==> src/rtl/up_counter_ctrl.sv <==
// Sequencing controller for a free-running up counter: start/stop/resume/clear
// command handling, programmable prescaler and terminal count, one-shot or periodic.
module up_counter_ctrl #(
  parameter int unsigned WIDTH = 12,
  parameter int unsigned PRE_W = 8
) (
  input  logic             clk,
  input  logic             reset_n,
  input  logic             cmd_start,
  input  logic             cmd_stop,
  input  logic             cmd_resume,
  input  logic             cmd_clear,
  input  logic [WIDTH-1:0] cfg_limit,
  input  logic [PRE_W-1:0] cfg_prescale,
  input  logic             cfg_periodic,
  output logic [WIDTH-1:0] count,
  output logic             tick,
  output logic             done,
  output logic             busy,
  output logic [1:0]       state
);

  typedef enum logic [1:0] {
    StIdle  = 2'd0,
    StRun   = 2'd1,
    StPause = 2'd2,
    StDone  = 2'd3
  } state_e;

  state_e           state_q, state_d;
  logic [WIDTH-1:0] count_q, count_d;
  logic [WIDTH-1:0] limit_q, limit_d;
  logic [PRE_W-1:0] pre_q, pre_d;
  logic [PRE_W-1:0] prescale_q, prescale_d;
  logic             periodic_q, periodic_d;
  logic             tick_q, tick_d;
  logic             done_q, done_d;
  logic             advance;

  always_ff @(posedge clk or negedge reset_n) begin
    if (!reset_n) begin
      state_q    <= StIdle;
      count_q    <= '0;
      limit_q    <= '0;
      pre_q      <= '0;
      prescale_q <= '0;
      periodic_q <= 1'b0;
      tick_q     <= 1'b0;
      done_q     <= 1'b0;
    end else begin
      state_q    <= state_d;
      count_q    <= count_d;
      limit_q    <= limit_d;
      pre_q      <= pre_d;
      prescale_q <= prescale_d;
      periodic_q <= periodic_d;
      tick_q     <= tick_d;
      done_q     <= done_d;
    end
  end

  always_comb begin
    state_d    = state_q;
    count_d    = count_q;
    limit_d    = limit_q;
    pre_d      = pre_q;
    prescale_d = prescale_q;
    periodic_d = periodic_q;
    tick_d     = 1'b0;
    done_d     = 1'b0;
    advance    = 1'b0;

    if (cmd_clear) begin
      state_d = StIdle;
      count_d = '0;
      pre_d   = '0;
    end else if (cmd_start) begin
      state_d    = StRun;
      count_d    = '0;
      pre_d      = '0;
      limit_d    = cfg_limit;
      prescale_d = cfg_prescale;
      periodic_d = cfg_periodic;
    end else begin
      unique case (state_q)
        StRun: begin
          // A stop in a would-be tick cycle freezes everything, tick included.
          if (cmd_stop) state_d = StPause;
          else          advance = 1'b1;
        end
        StPause: begin
          // The resume cycle already counts as a running cycle for the prescaler.
          if (cmd_resume) begin
            state_d = StRun;
            advance = 1'b1;
          end
        end
        default: ;
      endcase

      if (advance) begin
        if (pre_q == prescale_q) begin
          pre_d  = '0;
          tick_d = 1'b1;
          if (count_q == limit_q) begin
            done_d = 1'b1;
            if (periodic_q) count_d = '0;
            else            state_d = StDone;
          end else begin
            count_d = count_q + 1'b1;
          end
        end else begin
          pre_d = pre_q + 1'b1;
        end
      end
    end
  end

  always_comb begin
    count = count_q;
    tick  = tick_q;
    done  = done_q;
    busy  = (state_q == StRun) || (state_q == StPause);
    state = state_q;
  end

endmodule
==> config.mk <==
export PLATFORM = sky130hd
export DESIGN_NAME = up_counter_ctrl
export DESIGN_NICKNAME = d
export VERILOG_FILES = /design/src/rtl/up_counter_ctrl.sv
export SDC_FILE = /design/constraint.sdc
export NUM_CORES = 1
export LEC_CHECK = 0
export ABC_AREA = 1
export ABC_CLOCK_PERIOD_IN_PS = 1640
export CAP_MARGIN = 40
export CORE_MARGIN = 1.5
export CORE_UTILIZATION = 54
export CTS_CLUSTER_DIAMETER = 50
export CTS_CLUSTER_SIZE = 16
export DETAILED_ROUTE_END_ITERATION = 7
export GPL_TIMING_DRIVEN = 0
export PLACE_DENSITY_LB_ADDON = 0.25
export SYNTH_ARGS = -nofsm -noshare
export SYNTH_HDL_FRONTEND = slang
export SYNTH_SLANG_ARGS = --single-unit
export TNS_END_PERCENT = 1
==> constraint.sdc <==
create_clock -name clk -period 1.64 [get_ports clk]
set_input_delay 0.164 -clock clk [delete_from_list [all_inputs] [get_ports clk]]
set_output_delay 0.164 -clock clk [all_outputs]
set_load 0.02 [all_outputs]
==> metrics <==
drt first pass iters=4; Synth area leaders=dfrtp_1, nand2_1, nand3_1, inv_1, nand2_2; most used cell, CP=nand2_2; worst path cell trace=buf_4 > nand2_1 > nand2_1 > nand2_2 > nor2_4 > nand4_4 > nand2_4 > nand2_4 > buf_12 > nand2_2 > nand2_2; row count=25; Initial Util=0.576; CTS tree=built; Register Area=1140 sq um; Fmax=0.616 GHz; pre-CTS WS=-0.0949 ns; n_diodes=0; port bufs=42; Final Hold Viols=0; nets@finish=423; Yosys top cell area share=0.403; Tmin final=1.62 ns; CP arrival=1.82 ns; Tightest Pin Transition=0.524 ns; later-pin clock latency in the skew report=0.30 ns; setup violators final=0; YS warnings=0; total gr overflow=0; critical path's largest stage delay=0.44 ns; Post-synth EDFFs=0; fill cell count=383; worst rel slew slack=0.651; clk root buf=clkbuf_8; initial antenna violation count=0; Max IR drop VDD=0.469 mV; Die X=74.9 microns; Die H=74.9 microns; share of post-route cells with drive strength above 1=0.254; number of DRC markers in iteration 0=132; vias in the first global route=2174; crit-path max FO=10; P&R area growth vs syn=25.1%; Placed Instance Area=3310 sq um; GP Congestion=0.821; Slew Limit Fails=0; core box area=4850 sq um; most common cell after layout, fill and taps aside=nand2_1; Vias/cell=5.01; WP data required=1.84 ns; cts bufs inserted=5; crit path kind=reg2reg; CTS Buffer Depth=2; fin worst setup slack=0.0176 ns; hpwl dp=4260 microns; GRT Total Usage=0.230; startpoint types=flop; Die ar.=5610 sq um; H-Tree Depth=2; Final Cell Area=3490 sq um; Max Cap Violations=0; Post-Syn Nets=368; multi-input logic area=1420 sq um; Ports=44; Async SR Flop Fraction=1.00; DR WL/cell=12.6 microns; Hold Path Class=in2reg; Leak Pwr=0.00157 uW; Unique masters post-synth=31; largest net degree at the start of global routing=26; post-synthesis sequential area ratio=0.403; Routed WL=5810 microns; Post-Syn Instances=337; CP max stage cell=dfrtp_2; clock slew at reported path FFs=0.09 ns; Clock Sinks=45; leading area contributor after synthesis=dfrtp_1; PD cells=684 nW/um^2; Synth Register Bits=45; routed vias=2304; Worst Skew=0.00599 ns; Tot Pwr=2390 uW; status=completed; Routed Antenna Nets=0; DRC violations left=0; top_reg_cell synth=dfrtp_1; CP Capture Type=flop; Sum Neg Setup Slack=0 ns; Final Cycle Share=0.989; RSZ-0062 raised after global routing=true; most frequent cells in the layout=nand2_1, clkdlybuf4s50_1, inv_1; mapped cell area=2790 sq um; Worst Hold Slack=0.0898 ns; first-pass GRT wire length=9690 microns; Mapped Avg Cell Area=8.28 sq um
[state kept, by name, summed over array words and instances, names as in the netlist]
| name | count |
|---|---|
| tick | 1 |
| count | 12 |
| periodic_q | 1 |
| state | 2 |
| done | 1 |
| limit_q | 12 |
| pre_q | 8 |
| prescale_q | 8 |
[cell type report]
class                           instances  area share
Inverter                               41      0.0441
Sequential cell                        45       0.326
Buffer                                 12      0.0394
Multi-Input combinational cell        239       0.405
Clock inverter                          3     0.00716
Tap cell                               67      0.0240
Timing Repair Buffer                   48       0.135
Clock buffer                            5      0.0197
[cells by family (layout without fill, tap and decap cells)]
group | count (synthesis) | after routing | synth area share
simple gates | 183 | 183 | 0.324
buf+inv | 53 | 109 | 0.104
flops | 45 | 45 | 0.403
compound gates | 21 | 21 | 0.0394
xor+xnor | 19 | 19 | 0.0623
mux | 12 | 12 | 0.0484
fa+ha+maj | 4 | 4 | 0.0179
[synth_stat cells (5+ instances only)]
master	instances
nor2_4	5
dfrtp_1	45
nand2_2	24
buf_6	7
nand2_1	66
xnor2_1	12
xor2_1	6
nor2_1	36
nand3_1	31
inv_1	40
a21oi_1	15
mux2_2	12
[where the power goes]
group | internal (uW) | switching [uW]
Combinational | 210 | 211
Sequential | 1190 | 56.5
Clock | 311 | 415
[through the flow]
stage | util | std cells
after floorplan | - | 337
after global placement | 0.680 | 446
after detailed placement | 0.683 | 447
after CTS | 0.707 | 456
after global routing | 0.721 | 460
final | 0.721 | 460
[per-layer routing]
layer	track usage	wire [microns]	vias up
met5	0	0	-
li1	-	-	1163
met1	0.311	2640	1066
met2	0.380	2810	70
met3	0.0428	320	5
met4	0.0626	49	0
[timing repair]
item	in CTS	in global routing
hold buffers	1	0
endpoints found under the hold margin	20	0
setup endpoints to repair	12	25
pin swaps	0	4
resized for setup	6	18
buffers inserted	0	4
[final timing paths]
check                         startpoint             to  slack, ns  cells past startpoint
setup / recovery                count[6]       count[6]       0.02                     11
hold / removal                 cmd_clear       state[0]       0.09                      2
setup reg to reg                count[6]       count[6]       0.02                     11
hold reg to reg            prescale_q[6]  prescale_q[6]       0.53                      1
max in group asynchronous        reset_n       pre_q[5]       0.76                      3
min in group asynchronous        reset_n       pre_q[1]       0.37                      2
[worst max-delay path, delay by kind of cell, from the launching register on]
family,cells,cell delay [ns]
buffers and inverters,2,0.29
flip-flops,1,0.44
AND/OR/NAND/NOR,9,0.77
(Power assumes the default switching activity.)
